===== src/rtl/cpu_pipe_pkg.sv =====
// rtl/cpu_pipe_pkg.sv - shared pipeline types for the MEM/WB elastic stage
package cpu_pipe_pkg;

  // Occupancy of the two-entry MEM/WB stage
  typedef enum logic [1:0] {
    EMPTY = 2'd0,
    HALF  = 2'd1,
    FULL  = 2'd2
  } mem_wb_state_t;

  // Beat layout at the default core widths (32-bit data, 5-bit rd)
  typedef struct packed {
    logic [31:0] data;
    logic [4:0]  rd;
    logic        reg_write;
    logic        mem_to_reg;
  } beat_t;

  // Architectural zero register; writes to it are never qualified
  localparam int REG_ZERO = 0;

endpackage


===== src/rtl/sat_counter.sv =====
// rtl/sat_counter.sv - saturating event counter (built only with MEM_WB_STATS_EN)
`ifdef MEM_WB_STATS_EN
module sat_counter #(
  parameter int W = 16
) (
  input  logic         clock,
  input  logic         reset,
  input  logic         inc,
  output logic [W-1:0] count
);

  // Count qualifying cycles, sticking at all-ones; only reset clears it
  always_ff @(posedge clock or posedge reset) begin
    if (reset) begin
      count <= '0;
    end else if (inc && (count != {W{1'b1}})) begin
      count <= count + 1'b1;
    end
  end

endmodule
`endif


===== src/rtl/mem_wb_elastic.sv =====
// rtl/mem_wb_elastic.sv - MEM->WB elastic stage with skid buffer; optional MEM_WB_STATS_EN counters
module mem_wb_elastic
  import cpu_pipe_pkg::*;
#(
  parameter int DATA_W = 32,
  parameter int RD_W   = 5
`ifdef MEM_WB_STATS_EN
  ,
  parameter int STAT_W = 16
`endif
) (
  input  logic              clock,
  input  logic              reset,
  input  logic              in_valid,
  output logic              in_ready,
  input  logic [DATA_W-1:0] in_data,
  input  logic [RD_W-1:0]   in_rd,
  input  logic              in_reg_write,
  input  logic              in_mem_to_reg,
  input  logic              flush,
  output logic              out_valid,
  input  logic              out_ready,
  output logic [DATA_W-1:0] out_data,
  output logic [RD_W-1:0]   out_rd,
  output logic              out_reg_write,
  output logic              out_mem_to_reg,
  output logic              fwd_valid,
  output logic [RD_W-1:0]   fwd_rd,
  output logic [DATA_W-1:0] fwd_data
`ifdef MEM_WB_STATS_EN
  ,
  output logic [STAT_W-1:0] stat_stall,
  output logic [STAT_W-1:0] stat_bubble
`endif
);

  // Beat at this instance's widths; same field order as cpu_pipe_pkg::beat_t
  typedef struct packed {
    logic [DATA_W-1:0] data;
    logic [RD_W-1:0]   rd;
    logic              reg_write;
    logic              mem_to_reg;
  } mem_beat_t;

  mem_wb_state_t r_state;
  logic          r_in_ready;
  mem_beat_t     r_main;
  mem_beat_t     r_skid;
  mem_beat_t     w_in_beat;
  logic          w_in_fire;
  logic          w_out_valid;
  logic          w_out_fire;
  logic          w_out_reg_write;

  assign w_in_beat   = '{data: in_data, rd: in_rd, reg_write: in_reg_write, mem_to_reg: in_mem_to_reg};
  assign w_in_fire   = in_valid && r_in_ready;
  assign w_out_valid = (r_state != EMPTY);
  assign w_out_fire  = w_out_valid && out_ready;

  // Occupancy FSM: main feeds WB, skid catches the beat accepted during a stall
  always_ff @(posedge clock or posedge reset) begin
    if (reset) begin
      r_state    <= EMPTY;
      r_in_ready <= 1'b1;
      r_main     <= '0;
      r_skid     <= '0;
    end else if (flush) begin
      // Payload is left in place; invalidating the state is enough to kill it
      r_state    <= EMPTY;
      r_in_ready <= 1'b1;
    end else begin
      case (r_state)
        EMPTY: begin
          if (w_in_fire) begin
            r_main  <= w_in_beat;
            r_state <= HALF;
          end
        end
        HALF: begin
          if (w_in_fire && w_out_fire) begin
            r_main <= w_in_beat;
          end else if (w_in_fire) begin
            r_skid     <= w_in_beat;
            r_state    <= FULL;
            r_in_ready <= 1'b0;
          end else if (w_out_fire) begin
            r_state <= EMPTY;
          end
        end
        FULL: begin
          if (w_out_fire) begin
            r_main     <= r_skid;
            r_state    <= HALF;
            r_in_ready <= 1'b1;
          end
        end
        default: begin
          r_state    <= EMPTY;
          r_in_ready <= 1'b1;
        end
      endcase
    end
  end

  // Register-file write is qualified by occupancy and never targets r0
  assign w_out_reg_write = w_out_valid && r_main.reg_write && (r_main.rd != RD_W'(REG_ZERO));

  assign in_ready       = r_in_ready;
  assign out_valid      = w_out_valid;
  assign out_data       = r_main.data;
  assign out_rd         = r_main.rd;
  assign out_reg_write  = w_out_reg_write;
  assign out_mem_to_reg = w_out_valid && r_main.mem_to_reg;
  assign fwd_valid      = w_out_reg_write;
  assign fwd_rd         = r_main.rd;
  assign fwd_data       = r_main.data;

`ifdef MEM_WB_STATS_EN
  logic w_stall_inc;
  logic w_bubble_inc;

  assign w_stall_inc  = w_out_valid && !out_ready;
  assign w_bubble_inc = !w_out_valid;

  sat_counter #(.W(STAT_W)) u_stat_stall (
    .clock (clock),
    .reset (reset),
    .inc   (w_stall_inc),
    .count (stat_stall)
  );

  sat_counter #(.W(STAT_W)) u_stat_bubble (
    .clock (clock),
    .reset (reset),
    .inc   (w_bubble_inc),
    .count (stat_bubble)
  );
`endif

endmodule


===== config.mk =====
export PLATFORM = sky130hd
export DESIGN_NAME = mem_wb_elastic
export DESIGN_NICKNAME = d
export VERILOG_FILES = /design/src/rtl/cpu_pipe_pkg.sv /design/src/rtl/sat_counter.sv /design/src/rtl/mem_wb_elastic.sv
export SDC_FILE = /design/constraint.sdc
export NUM_CORES = 1
export LEC_CHECK = 0
export CAP_MARGIN = 15
export CORE_MARGIN = 2
export CORE_UTILIZATION = 47
export DETAILED_ROUTE_END_ITERATION = 8
export PLACE_DENSITY_LB_ADDON = 0.08
export SLEW_MARGIN = 20
export SYNTH_ARGS = -nofsm -noshare
export SYNTH_HDL_FRONTEND = slang
export SYNTH_SLANG_ARGS = --single-unit

===== constraint.sdc =====
create_clock -name clock -period 3.1 [get_ports clock]
set_input_delay 0.62 -clock clock [delete_from_list [all_inputs] [get_ports clock]]
set_output_delay 0.62 -clock clock [all_outputs]
set_load 0.01 [all_outputs]

; ---- Word level (Yosys, flattened, before mapping)
; Index checks and enable logic that the tools add are counted.
[classes]
reduce_logical = 14
n_bitwise = 2
muxes = 16
n_eq_ne = 11
[op_table]
columns = op, n
row1 = $mux W39, 3
row2 = $pmux W39 S3, 1
row3 = $mux W2, 6
row4 = $ne A3 B3 Y1 const B, 4
row5 = $reduce_and A4 Y1, 3
row6 = $ne A2 B2 Y1 const B, 4
row7 = $logic_and A1 B1 Y1, 6
row8 = $pmux W2 S3, 1
row9 = $reduce_and A5 Y1, 1
row10 = $reduce_bool A5 Y1, 1
row11 = $mux W1, 4
row12 = $ne A4 B4 Y1 const B, 1
row13 = $pmux W1 S3, 1
row14 = $reduce_bool A3 Y1, 1
row15 = $eq A2 B1 Y1 const B, 1
row16 = $eq A2 B2 Y1 const B, 1
row17 = $logic_not A2 Y1, 1
row18 = $not A1 Y1, 2
row19 = $reduce_bool A2 Y1, 1
[word_totals]
in_bits = 44
output_inout_bits = 79
reg_bits = 81

; ---- Depth between registers and ports, before layout
[depth]
ltp_word = 7
depth_mapped = 7

; ---- Worst setup path after synthesis
; OpenSTA, ideal clock, no wires.
[synth_path]
kind = register -> output
from = register r_main, in the netlist fwd_rd[4]
to = output port out_reg_write
setup_slack_ns = 1.250
arrival_ns = 1.230
path_stages_with_launch = 4
required_ns = 2.480
path_cell_list = dfrtp_1 or3_1 o311a_1 buf_4
[synth_via]
elab_chain_len = 2
[synth_lines]
columns = item, line
row1 = from (decl), mem_wb_elastic.sv:47  ; mem_beat_t r_main;
row2 = from (signal assigned), mem_wb_elastic.sv:75  ; r_main <= w_in_beat;
row3 = from (signal assigned), mem_wb_elastic.sv:81  ; r_main <= w_in_beat;
row4 = from (signal assigned), mem_wb_elastic.sv:92  ; r_main <= r_skid;
row5 = $reduce_bool A5 Y1, mem_wb_elastic.sv:106  ; assign w_out_reg_write = w_out_valid && r_main.reg_write && (r_main.rd != RD_W'(REG_ZERO));
row6 = $logic_and A1 B1 Y1, mem_wb_elastic.sv:106
row7 = to (decl), mem_wb_elastic.sv:25  ; output logic out_reg_write,
; No other way between the ends.

; ---- Worst setup path in the final report
[layout_path]
from = register r_main, in the netlist fwd_rd[1]
to = output port out_reg_write
; Same word-level chain as after synthesis.

==> run_results.csv <==
group,metric,value,unit
global_routing,grt_pass1_vias,2430,
critical_path,critPathTopFamily,"buffers and inverters",
synth,synth.most_common_cell,"dfrtp_1",
sta,post-route-period-util,83.4,%
synth,synth_area_leader_cell,"dfrtp_1",
critical_path,critical_path_class,"reg2out",
final_layout,drive_gt1_share,9.68,%
global_routing,antenna_found_initial,0,
sta,max-slew-margin-rel,43.7,%
drt,dr.pass1.iters,5,
synth,synth_ff_type,"dfrtp_1",
clock_network,cts.hold.buffers_added,0,
placed_design,portBuffers,122,
floorplanning,dieArea,9280,µm²
floorplanning,fp-row-count,33,
synth,synthCells,353,
clock_network,clkLatencyLatePin,0.35,ns
placed_design,gp_congestion,0.713,
synth,yosysTopAreaCellShare,50.0,%
placed_design,dp_hpwl,4.83,mm
clock_network,cts_buffers,9,
synth,netlist_top_cells_count,"80 x dfrtp_1, 75 x buf_4, 42 x nand2_1",
drt,ant_nets,0,
synth,yosysUniqueCellTypes,29,
global_routing,grt_max_degree,79,
run,maxCapViolations,0,
critical_path,cp.required,2.48,ns
drt,wl,7.38,mm
power,ir_drop,337,µV
critical_path,crit_fanout,4,
critical_path,path_buf_inv,1,
sta,max_freq,387,MHz
floorplanning,start_util,48.5,%
synth,ys.warnings.count,0,
final_layout,antenna_cells,0,
clock_network,cts_setup_buffers,0,
sta,drv_slew,0,
floorplanning,core,8260,µm²
clock_network,cts_resized,0,
sta,setup-violations-final,0,
synth,synth-compound-area-share,6.31,%
clock_network,cts.sinks,81,
critical_path,crit_chain,"or3_1 -> o311a_1 -> clkdlybuf4s50_1",
global_routing,grt_pass1_wl,11.6,mm
synth,synth_top_family_by_area,"multiplexers",
sta,period_minus_slack,2.58,ns
clock_network,cts_tree,"built",
floorplanning,die_h,96.3,µm
sta,worst_pin_slew,0.844,ns
power,leakagePower,2.41,nW
critical_path,cp-start-kind,"flop",
floorplanning,boundaryPins,123,
sta,finalHoldViolCount,0,
critical_path,cpPeakStageDelay,0.51,ns
global_routing,grt.total_usage,16.6,%
synth,syn_nets,397,
sta,worst_clock_skew,0.0119,ns
synth,synth_area,4010,µm²
synth,synth_area_leaders,"dfrtp_1 50%, buf_4 14%, mux2i_1 10%, mux2_1 7.0%, o21ai_1 4.9%",
synth,synth.avg_cell_area,11.3,µm²
clock_network,htreeDepth,3,
critical_path,endpoint_kind,"output pin",
final_layout,syn_to_final_growth,26.0,%
critical_path,worstSetupPathDepth,3,
synth,synthArstFlopShare,100,%
synth,synth_mux_area_share,21.0,%
critical_path,arrival,1.96,ns
synth,synth_xor_area_share,0,%
worst_hold_path,hold_path.class,"reg2reg",
clock_network,root_buffer,"clkbuf_8",
drt,drc_errors,0,
synth,synth_fa_ha_area_share,0,%
synth,ys_ff_latch,81,
clock_network,cts_max_path_buffers,2,
clock_network,path_clk_slew,0.08,ns
floorplanning,die_width,96.3,µm
synth,synth-edff-count,0,
sta,rsz0062_at_grt,"no",
critical_path,reg2reg_depth,4,
final_layout,final_nets,442,
critical_path,crit_slowest_cell,"clkdlybuf4s50_1",
worst_hold_path,hold_depth,1,
drt,wl_per_cell,14.5,µm
power,power.density,694,nW/µm²
sta,finalSetupTns,0,ns
drt,via_per_inst,4.99,
global_routing,grt_overflow,0,
outcome,status,"complete, no violations",
drt,vias,2535,
synth,seq_area_frac_synth,50.6,%
drt,drt_iter0_markers,76,
synth,synth_simple_gate_area_share,5.75,%
power,total_power,3.50,mW
==> layer usage <==
layer	track usage (%)	up-vias	wire, µm
li1	-	1214	-
met1	21.7	1232	3400
met2	26.2	82	3370
met3	4.31	7	489
met4	7.04	0	113
met5	0	-	0
==> layout make-up <==
type	count	area (µm²)
Fill cell	720	3210
Sequential cell	81	2030
Multi-Input combinational cell	178	1330
Timing Repair Buffer	127	1300
Clock buffer	11	131
Tap cell	105	131
Clock inverter	5	128
Inverter	1	5.00
==> worst paths after layout <==
path	start	end	slack (ns)
worst max-delay path	fwd_rd[1]	out_reg_write	0.52
worst min-delay path	r_skid[8]	r_skid[8]	0.49
worst max register to register	r_state[0]	fwd_data[2]	1.21
worst min register to register	r_skid[8]	r_skid[8]	0.49
max in group asynchronous	reset	fwd_data[21]	1.82
min in group asynchronous	reset	r_skid[23]	0.64
==> logic make-up (layout without fill, tap and decap cells) <==
kind of cell | after synthesis | after routing
AO/OA/AOI/OAI | 46 | 46
buffers and inverters | 94 | 144
flip-flops | 81 | 81
multiplexers | 79 | 79
AND/OR/NAND/NOR | 53 | 53
==> layout by cell type (no fill, tap or decap), types with 3 or more instances in the layout <==
master | Yosys | routed
bufinv_16 | 0 | 4
nand2_1 | 42 | 42
mux2i_1 | 40 | 40
clkbuf_8 | 0 | 9
dfrtp_1 | 80 | 80
mux2_1 | 25 | 25
clkdlybuf4s50_1 | 0 | 122
o21ai_1 | 39 | 39
buf_12 | 0 | 3
mux2_2 | 14 | 14
==> flip-flops by register name, indices dropped and copies added, names as in the netlist <==
| register | count |
|---|---|
| r_skid | 39 |
| fwd_data | 32 |
| fwd_rd | 5 |
| r_main | 2 |
| r_state | 2 |
| in_ready | 1 |
==> report_power, final <==
group	total, mW	switching (mW)	internal [mW]
combinational	0.980	0.369	0.611
clock	0.997	0.380	0.618
sequential	1.53	0.177	1.35
==> per-stage QoR <==
step,area (µm²),hold slack (ns),std cells,setup WS [ns],util [%]
final,5050,0.493,508,0.515,61.1
after global routing,5050,0.505,508,0.388,61.1
after CTS,5050,0.498,508,0.485,61.1
after detailed placement,4790,0.480,492,0.589,58.0
after global placement,4790,0.464,492,0.658,58.0
after floorplan,4010,0.447,353,0.402,-
No activity file was read; power rests on OpenSTA's default activity.
